===== src/rtl/fir_mse_pkg.sv =====
// Shared types and helpers for the FIR squared-error accumulator.
// Latency: none (types, constants and a combinational helper only).
// Backpressure: none; nothing here carries flow control.
package fir_mse_pkg;

  typedef enum logic [1:0] {
    IDLE  = 2'd0,
    RUN   = 2'd1,
    DRAIN = 2'd2,
    DONE  = 2'd3
  } mse_state_t;

  localparam int ACC_W_DEF  = 64;
  localparam int DATA_W_DEF = 24;

  // Widest accumulator the saturating adder supports.
  localparam int SAT_MAX_W = 128;
  localparam logic [SAT_MAX_W:0] SAT_ONE = {{SAT_MAX_W{1'b0}}, 1'b1};

  // Last DRAIN cycle index: DRAIN lasts cycles 0,1,2 while the pipe empties.
  localparam logic [1:0] DRAIN_LAST = 2'd2;

  // Unsigned add that clamps at 2^acc_w-1 instead of wrapping. Operands are
  // zero-extended to SAT_MAX_W by the caller; acc_w must be <= SAT_MAX_W.
  function automatic logic [SAT_MAX_W-1:0] sat_add(
    input logic [SAT_MAX_W-1:0] acc,
    input logic [SAT_MAX_W-1:0] sq,
    input int                   acc_w
  );
    logic [SAT_MAX_W:0] sum;
    logic [SAT_MAX_W:0] lim;
    sum = {1'b0, acc} + {1'b0, sq};
    lim = (SAT_ONE << acc_w) - SAT_ONE;
    if (sum > lim) begin
      return lim[SAT_MAX_W-1:0];
    end
    return sum[SAT_MAX_W-1:0];
  endfunction

endpackage


===== src/rtl/mse_sq_pipe.sv =====
// Difference and square stages (S1/S2) for one DUT channel.
// Latency: 2 cycles from vld_i to sq_vld_o; a valid bit travels with the data.
// Backpressure: none; accepts every strobe, soft reset flushes in-flight data.
module mse_sq_pipe #(
  parameter int DATA_W = 24
) (
  input  logic                  clk,
  input  logic                  rst,
  input  logic                  soft_rstn_i,
  input  logic                  vld_i,
  input  logic [DATA_W-1:0]     ref_i,
  input  logic [DATA_W-1:0]     dut_i,
  output logic [2*DATA_W+1:0]   sq_o,
  output logic                  sq_vld_o
);

  localparam int SQ_W = 2*DATA_W+2;

  logic signed [DATA_W:0] diff_d, diff_q;
  logic                   v1_q;
  logic signed [SQ_W-1:0] diff_ext;
  logic signed [SQ_W-1:0] prod_d;
  logic [SQ_W-1:0]        sq_q;
  logic                   v2_q;

  // One extra bit keeps the full-scale difference exact; the square of that
  // fits in SQ_W as a non-negative signed value, so its bits are the unsigned sq.
  always_comb begin
    diff_d   = $signed({dut_i[DATA_W-1], dut_i}) - $signed({ref_i[DATA_W-1], ref_i});
    diff_ext = SQ_W'(diff_q);
    prod_d   = diff_ext * diff_ext;
  end

  // S1: register the signed difference and its valid.
  always_ff @(posedge clk or posedge rst) begin
    if (rst) begin
      diff_q <= '0;
      v1_q   <= 1'b0;
    end else if (!soft_rstn_i) begin
      diff_q <= '0;
      v1_q   <= 1'b0;
    end else begin
      v1_q <= vld_i;
      if (vld_i) begin
        diff_q <= diff_d;
      end
    end
  end

  // S2: register the square and its valid.
  always_ff @(posedge clk or posedge rst) begin
    if (rst) begin
      sq_q <= '0;
      v2_q <= 1'b0;
    end else if (!soft_rstn_i) begin
      sq_q <= '0;
      v2_q <= 1'b0;
    end else begin
      v2_q <= v1_q;
      if (v1_q) begin
        sq_q <= $unsigned(prod_d);
      end
    end
  end

  assign sq_o     = sq_q;
  assign sq_vld_o = v2_q;

endmodule


===== src/rtl/mse_accumulator.sv =====
// Sums squared error between a reference FIR and NUM_DUT reduced FIRs per run.
// Latency: last sample accepted at cycle T -> mse_valid pulse at T+4.
// Backpressure: none; in_valid ignored outside RUN, start ignored outside IDLE.
module mse_accumulator
  import fir_mse_pkg::*;
#(
  parameter int DATA_W      = DATA_W_DEF,
  parameter int NUM_DUT     = 2,
  parameter int NUM_SAMPLES = 4096,
  parameter int ACC_W       = ACC_W_DEF
) (
  input  logic                             clk,
  input  logic                             rst,
  input  logic                             soft_rstn,
  input  logic                             start,
  input  logic                             in_valid,
  input  logic [DATA_W-1:0]                ref_data,
  input  logic [NUM_DUT-1:0][DATA_W-1:0]   dut_data,
  output logic [NUM_DUT-1:0][ACC_W-1:0]    mse_data,
  output logic                             mse_valid,
  output logic                             busy
);

  localparam int          SQ_W     = 2*DATA_W+2;
  localparam logic [31:0] CNT_LAST = 32'(NUM_SAMPLES-1);

  mse_state_t                     state_q, state_d;
  logic [31:0]                    cnt_q, cnt_d;
  logic [1:0]                     drain_q, drain_d;
  logic [NUM_DUT-1:0][ACC_W-1:0]  acc_q, acc_d;
  logic [NUM_DUT-1:0][ACC_W-1:0]  mse_q, mse_d;

  logic                           accept;
  logic [NUM_DUT-1:0][SQ_W-1:0]   sq;
  logic [NUM_DUT-1:0]             sq_vld;
  logic [SAT_MAX_W-1:0]           sum_w [NUM_DUT];

  assign accept = (state_q == RUN) && in_valid;

  genvar g;
  generate
    for (g = 0; g < NUM_DUT; g++) begin : g_ch
      mse_sq_pipe #(
        .DATA_W (DATA_W)
      ) u_sq_pipe (
        .clk         (clk),
        .rst         (rst),
        .soft_rstn_i (soft_rstn),
        .vld_i       (accept),
        .ref_i       (ref_data),
        .dut_i       (dut_data[g]),
        .sq_o        (sq[g]),
        .sq_vld_o    (sq_vld[g])
      );
    end
  endgenerate

  // Next-state: S3 accumulation, run sequencing, and soft abort override.
  always_comb begin
    state_d = state_q;
    cnt_d   = cnt_q;
    drain_d = drain_q;
    acc_d   = acc_q;
    mse_d   = mse_q;
    for (int i = 0; i < NUM_DUT; i++) begin
      sum_w[i] = '0;
    end

    // S3: squares only arrive after a run's samples, so this never collides
    // with the clear on start below.
    for (int i = 0; i < NUM_DUT; i++) begin
      sum_w[i] = sat_add(SAT_MAX_W'(acc_q[i]), SAT_MAX_W'(sq[i]), ACC_W);
      if (sq_vld[i]) begin
        acc_d[i] = sum_w[i][ACC_W-1:0];
      end
    end

    case (state_q)
      IDLE: begin
        if (start) begin
          state_d = RUN;
          cnt_d   = '0;
          acc_d   = '0;
        end
      end
      RUN: begin
        if (in_valid) begin
          cnt_d = cnt_q + 32'd1;
          if (cnt_q == CNT_LAST) begin
            state_d = DRAIN;
            drain_d = '0;
          end
        end
      end
      DRAIN: begin
        // By the last DRAIN cycle the final square has landed in acc_q.
        if (drain_q == DRAIN_LAST) begin
          state_d = DONE;
          mse_d   = acc_q;
        end else begin
          drain_d = drain_q + 2'd1;
        end
      end
      DONE: begin
        state_d = IDLE;
      end
      default: begin
        state_d = IDLE;
      end
    endcase

    // Soft abort beats start and in_valid arriving in the same cycle.
    if (!soft_rstn) begin
      state_d = IDLE;
      cnt_d   = '0;
      drain_d = '0;
      acc_d   = '0;
      mse_d   = '0;
    end
  end

  // State, counters, accumulators and result registers.
  always_ff @(posedge clk or posedge rst) begin
    if (rst) begin
      state_q <= IDLE;
      cnt_q   <= '0;
      drain_q <= '0;
      acc_q   <= '0;
      mse_q   <= '0;
    end else begin
      state_q <= state_d;
      cnt_q   <= cnt_d;
      drain_q <= drain_d;
      acc_q   <= acc_d;
      mse_q   <= mse_d;
    end
  end

  // mse_data is loaded on entry to DONE so data and strobe line up; a soft
  // abort during DONE suppresses the strobe.
  assign mse_data  = mse_q;
  assign mse_valid = (state_q == DONE) && soft_rstn;
  assign busy      = (state_q != IDLE);

endmodule

===== config.mk =====
export PLATFORM = sky130hd
export DESIGN_NAME = mse_accumulator
export DESIGN_NICKNAME = d
export VERILOG_FILES = /design/src/rtl/fir_mse_pkg.sv /design/src/rtl/mse_sq_pipe.sv /design/src/rtl/mse_accumulator.sv
export SDC_FILE = /design/constraint.sdc
export NUM_CORES = 2
export LEC_CHECK = 0
export CORE_MARGIN = 1
export CORE_UTILIZATION = 59
export DETAILED_ROUTE_END_ITERATION = 8
export MAX_ROUTING_LAYER = met4
export PLACE_DENSITY = 0.8
export SLEW_MARGIN = 20
export SYNTH_ARGS = -nofsm -noshare
export SYNTH_HDL_FRONTEND = slang
export SYNTH_SLANG_ARGS = --single-unit

===== constraint.sdc =====
create_clock -name clk -period 13.4 [get_ports clk]
set_clock_uncertainty 0.1 [all_clocks]
set_input_delay 1.34 -clock clk [delete_from_list [all_inputs] [get_ports clk]]
set_output_delay 1.34 -clock clk [all_outputs]
set_load 0.03 [all_outputs]

# Yosys cells after proc, flatten, opt, wreduce, memory -nomap -nowiden
# Cells that the tools add are included.
# word_totals
ff_bits	444
elab_cells	86
output_inout_bits	130
in_bits	77
# classes
reduce_logical	8
multipliers	2
n_lt_le_gt_ge	2
eq_ne	16
addsub	6
mux	39
# op_table
op	n
2-to-1 mux 128 bit	6
2-to-1 mux 64 bit	6
2-to-1 mux 50 bit	4
adder 64 x 50 -> 65 bit	2
greater-than comparator 65 x 64 -> 1 bit, second input constant	2
multiplier 25 x 25 -> 50 bit	2
2-to-1 mux 25 bit	4
2-to-1 mux 32 bit	3
one-hot mux 32 bit (2 select lines)	1
subtractor 24 x 24 -> 25 bit	2
adder 32 x 1 -> 32 bit, second input constant	1
== test 32 x 12 -> 1 bit, second input constant	1
2-to-1 mux 2 bit	9
inequality test 3 bit, second input constant	4
inequality test 2 x 1 -> 1 bit, second input constant	4
one-hot mux 2 bit (4 select lines)	1
AND reduction 4 bit	2
== test 2 bit, second input constant	3
inequality test 3 x 1 -> 1 bit, second input constant	2
2-to-1 mux 1 bit	4
one-hot mux 2 bit (2 select lines)	1
inequality test 3 x 2 -> 1 bit, second input constant	1
AND reduction 3 bit	1
adder 2 x 1 -> 2 bit, second input constant	1
other kinds (5)	6

# Longest topological paths before layout
# depth
depth_word	8
ltp_mapped	30
depth_no_buf	28

# Hierarchy
# A second synthesis with hierarchy kept.
# unflattened
hier_cells	7115
area_unflattened_um2	67025.5
# by_module_without_submodules
mod	cells_each	instances	area_per_inst_um2	seq_area_each_um2
mse_sq_pipe (g_ch[1].u_sq_pipe)	2634	1	24901.4	1901.8
mse_sq_pipe (g_ch[0].u_sq_pipe)	2629	1	24810.0	1901.8
mse_accumulator	1852	1	17314.1	7307.0

# Least setup slack after synthesis
# OpenSTA, ideal clock, no wires.
# synth_path
path_kind	register to register
start	reg g_ch[0].u_sq_pipe.diff_q[24]
end	reg g_ch[0].u_sq_pipe.sq_q[49]
setup_time_ns	0.069
required_ns	13.231
period_less_slack_ns	7.456
arrival_time_ns	7.287
path_stages_with_launch	28
path_slack_ns	5.944
path_buffers	2
path_cell_list	dfrtp_1 clkbuf_1 clkbuf_1 nand2_1 inv_1 fa_1 fa_1 inv_1 fa_1 inv_1 fa_1 fa_1 fa_1 inv_1 fa_1 inv_1 ha_1 a21o_1 a21oi_1 nor2b_1 o21a_1 o21ai_0 nand3b_1 a221o_1 a211oi_2 o21ai_0 a2111o_1 nand3_1
# synth_via
elab_chain_len	3
# synth_lines
item	line	rtl
start: declaration	mse_sq_pipe.sv:19	logic signed [DATA_W:0] diff_d, diff_q;
start signal: assignment	mse_sq_pipe.sv:45	diff_q <= diff_d;
multiplier 25 x 25 -> 50 bit	mse_sq_pipe.sv:31	prod_d = diff_ext * diff_ext;
2-to-1 mux 50 bit	mse_sq_pipe.sv:60	if (v1_q) begin
2-to-1 mux 50 bit	mse_sq_pipe.sv:55	end else if (!soft_rstn_i) begin
end signal: assignment	mse_sq_pipe.sv:61	sq_q <= $unsigned(prod_d);
end: declaration	mse_sq_pipe.sv:23	logic [SQ_W-1:0] sq_q;
# No other way between the ends. The select of a mux whose other input is x is not followed.
# A chain may end at the register's enable or synchronous reset.

# Worst setup path in the final report
# layout_path
start	reg g_ch[1].u_sq_pipe.diff_q[1]
end	reg g_ch[1].u_sq_pipe.sq_q[47]
# layout_via
elab_chain_len	3
# layout_lines
item	line
start: declaration	mse_sq_pipe.sv:19
start signal: assignment	mse_sq_pipe.sv:45
multiplier 25 x 25 -> 50 bit	mse_sq_pipe.sv:31
2-to-1 mux 50 bit	mse_sq_pipe.sv:60
2-to-1 mux 50 bit	mse_sq_pipe.sv:55
end signal: assignment	mse_sq_pipe.sv:61
end: declaration	mse_sq_pipe.sv:23
# No other way between the ends. The select of a mux whose other input is x is not followed.

==> reports/results.txt <==
Die ar.: 115000 um^2
Worst path bufs/invs: 5
Status: complete, no violations
Yosys warns: 0
Vias in the first global route: 53.0k
Final slew viol count: 0
P_leak: 38.1 nW
Most common cell after layout, fill and taps aside: inv_1
Final Cycle Share: 0.651
Setup Viol. Count Final: 0
Count of cell types in the netlist: 98
Hold WC Path Type: flop to flop
Die Wd: 339 um
Area of the multi-input gates: 49200 um^2
Xor and xnor area share after synthesis: 0.0344
Final non-filler cell total: 8743
DR vias/cell: 5.74
Commonest cells after routing, fill and taps aside: inv_1, fa_1, nand2_1
I/O pins: 207
Critical path's slowest cell: dfrtp_1
Maximum clock frequency: 0.115 GHz
Worst-Margin Slew: 1.16 ns
CORE AREA: 112000 um^2
Setup crit end kind: flop
Root Driver: clkbuf_16
Post_cts resized: 0
CP arrival: 9.13 ns
Max cap viols: 0
Placed instance area: 70300 um^2
Die H: 339 um
FP Rows: 123
Finished Core Util: 0.641
Setup_tns: 0 ns
Syn Std Cell Area: 67000 um^2
Initial antenna violation count: 0
Cell mode on critical path: fa_1
FF+latch area: 11100 um^2
Worst VDD drop: 0.000106 V
Adder-Cell Fraction of Synth Area: 0.448
Post-Syn Area per Cell: 9.33 um^2
CTS tree: built
All-Layer GR Usage: 0.320
Largest family of logic cells by synthesized area: adder cells
Initial DRC count: 3903
Multiplexer share of the synthesized area: 0.0105
Starting Density: 0.595
Routed WL per cell: 20.0 um
Post-synth EDFFs: 0
Port buffer count: 206
Max Root-Sink Buffers: 3
Register area share after synthesis: 0.165
Max-slew headroom: 0.226
CP required: 13.81 ns
Setup Buffers After CTS: 0
Layout cells sized above 1: 0.0301
CTS Hold Bufs: 0
Inserted Clock Buffers: 49
Yosys reg bits: 442
Antenna Cells: 0
Fin nets: 8951
Synthesized net count: 8922
Critical Setup Path Class: flop to flop
DRC: 0
Final Hold Fails: 0
Drt first pass iters: 6
Placed Instances: 8652
Cells after synthesis: 7175
RePlAce Congestion: 0.993
CTS HTree Levels: 2
Syn-to-layout area delta: 7.69%
Worst-path cell chain: nand2_1 > inv_1 > fa_1 > fa_1 > fa_1 > inv_1 > fa_1 > inv_1 > fa_1 > inv_1 > fa_1 > inv_1 > ha_1 > and4_1 > a211o_1 > o22ai_1 > and3_1 > a21oi_1 > o21ai_1 > o21ai_0 > o211a_1 > nor3_1 > nor4_1 > a211o_1
Clock transition at path regs: 0.07 ns
Final worst path period need: 8.72 ns
Number of fill cells in the layout: 9006
Design Area, Final: 72100 um^2
Synth Area in Compound Gates: 0.114
Clock latency on the worst-skew pair: 0.64 ns
Fraction of registers with async set/reset: 1.00
Critical Path Max Stage Delay: 1.11 ns
Power Density: 72.6 nW/um^2
Grt total ovfl: 0
First-pass GRT wire length: 283000 um
Total Routed Length: 175000 um
Critical Path Start Type: flop
Via count: 50.2k
RSZ-0062 raised after global routing: false
Post-Synth Simple-Gate Area: 0.126
CP Max Fanout: 29
Post-route ant nets: 0
DP Wirelength: 139000 um
Top FF cell, synth: dfrtp_1
Largest net degree at the start of global routing: 189
CTS sink count: 442
Cell family with most CP delay: adder cells
-- metal layers --
| metal | share of wire | track usage |
|---|---|---|
| met4 | 0.038 | 0.110 |
| met2 | 0.49 | 0.519 |
| met3 | 0.068 | 0.0365 |
| met1 | 0.41 | 0.420 |
| met5 | 0 | - |
-- final cells by class --
class | instances | area share
multi-input combinational | 4936 | 0.682
sequential | 442 | 0.153
inverter | 1501 | 0.0782
timing repair buffer | 274 | 0.0361
tap | 1500 | 0.0260
clock buffer | 69 | 0.0197
clock inverter | 21 | 0.00479
-- worst paths after layout --
path	startpoint	end	slack (ns)	depth (start not counted)
worst max-delay path	g_ch[1].u_sq_pipe.diff_q[1]	g_ch[1].u_sq_pipe.sq_o[47]	4.68	24
worst max register to register	g_ch[1].u_sq_pipe.diff_q[1]	g_ch[1].u_sq_pipe.sq_o[47]	4.68	24
worst min register to register	g_ch[0].u_sq_pipe.diff_q[16]	g_ch[0].u_sq_pipe.diff_q[16]	0.38	2
max in group asynchronous	rst	acc_q[32]	9.64	5
min in group asynchronous	rst	mse_data[2]	1.27	3
worst min-delay path	g_ch[0].u_sq_pipe.diff_q[16]	g_ch[0].u_sq_pipe.diff_q[16]	0.38	2
-- state kept, by name, summed over array words and instances (netlist names) --
signal / flops
acc_q: 128
cnt_q: 32
drain_q: 2
g_ch.u_sq_pipe.diff_q: 50
g_ch.u_sq_pipe.sq_o: 98
g_ch.u_sq_pipe.sq_vld_o: 1
g_ch.u_sq_pipe.v1_q: 1
mse_data: 128
state_q: 2
-- worst reg2reg max path, delay by kind of cell (launching register included) --
kind / cells / cell delay, ns
and+or+nand+nor: 5 / 1.00
AOI/OAI and AO/OA: 7 / 1.52
adders and majority gates: 7 / 4.06
buffers and inverters: 5 / 0.84
DFF: 1 / 1.11
-- metrics by stage --
stage	hold slack (ns)	power, mW	worst slack, ns
floorplan	0.353	3.03	5.94
global placement	0.363	3.66	5.02
detailed placement	0.371	3.75	4.81
CTS	0.384	5.23	4.79
global route	0.412	5.55	4.22
finish	0.379	5.23	4.68
-- logic make-up (layout without fill, tap and decap cells) --
group                      Yosys count  after routing
adders and majority gates         1670           1670
buffers and inverters             1797           1865
and+or+nand+nor                   1765           1765
xor gates and xnor gates           263            263
AOI/OAI and AO/OA                 1168           1168
muxes                               70             70
DFF                                442            442
-- Yosys cell counts, types with 78 or more instances --
cell type / number / area share
nor2b_1: 127 / 0.012
a31oi_1: 89 / 0.0083
ha_1: 455 / 0.085
a21oi_1: 261 / 0.020
nand3_1: 78 / 0.0058
nand2_1: 827 / 0.046
and2_1: 254 / 0.024
dfrtp_1: 442 / 0.17
fa_1: 1215 / 0.36
a21o_1: 115 / 0.013
nor2_1: 198 / 0.011
clkbuf_1: 264 / 0.015
a21boi_0: 139 / 0.016
xor2_1: 108 / 0.014
xnor2_1: 155 / 0.020
inv_1: 1501 / 0.084
o21ai_0: 272 / 0.020
-- power breakdown --
part           internal, mW  switching, mW  total (mW)
combinational         0.816           1.45        2.26
clock                 0.866          0.611        1.48
sequential             1.39         0.0996        1.49
total                  3.07           2.16        5.23
(Power assumes the default switching activity.)
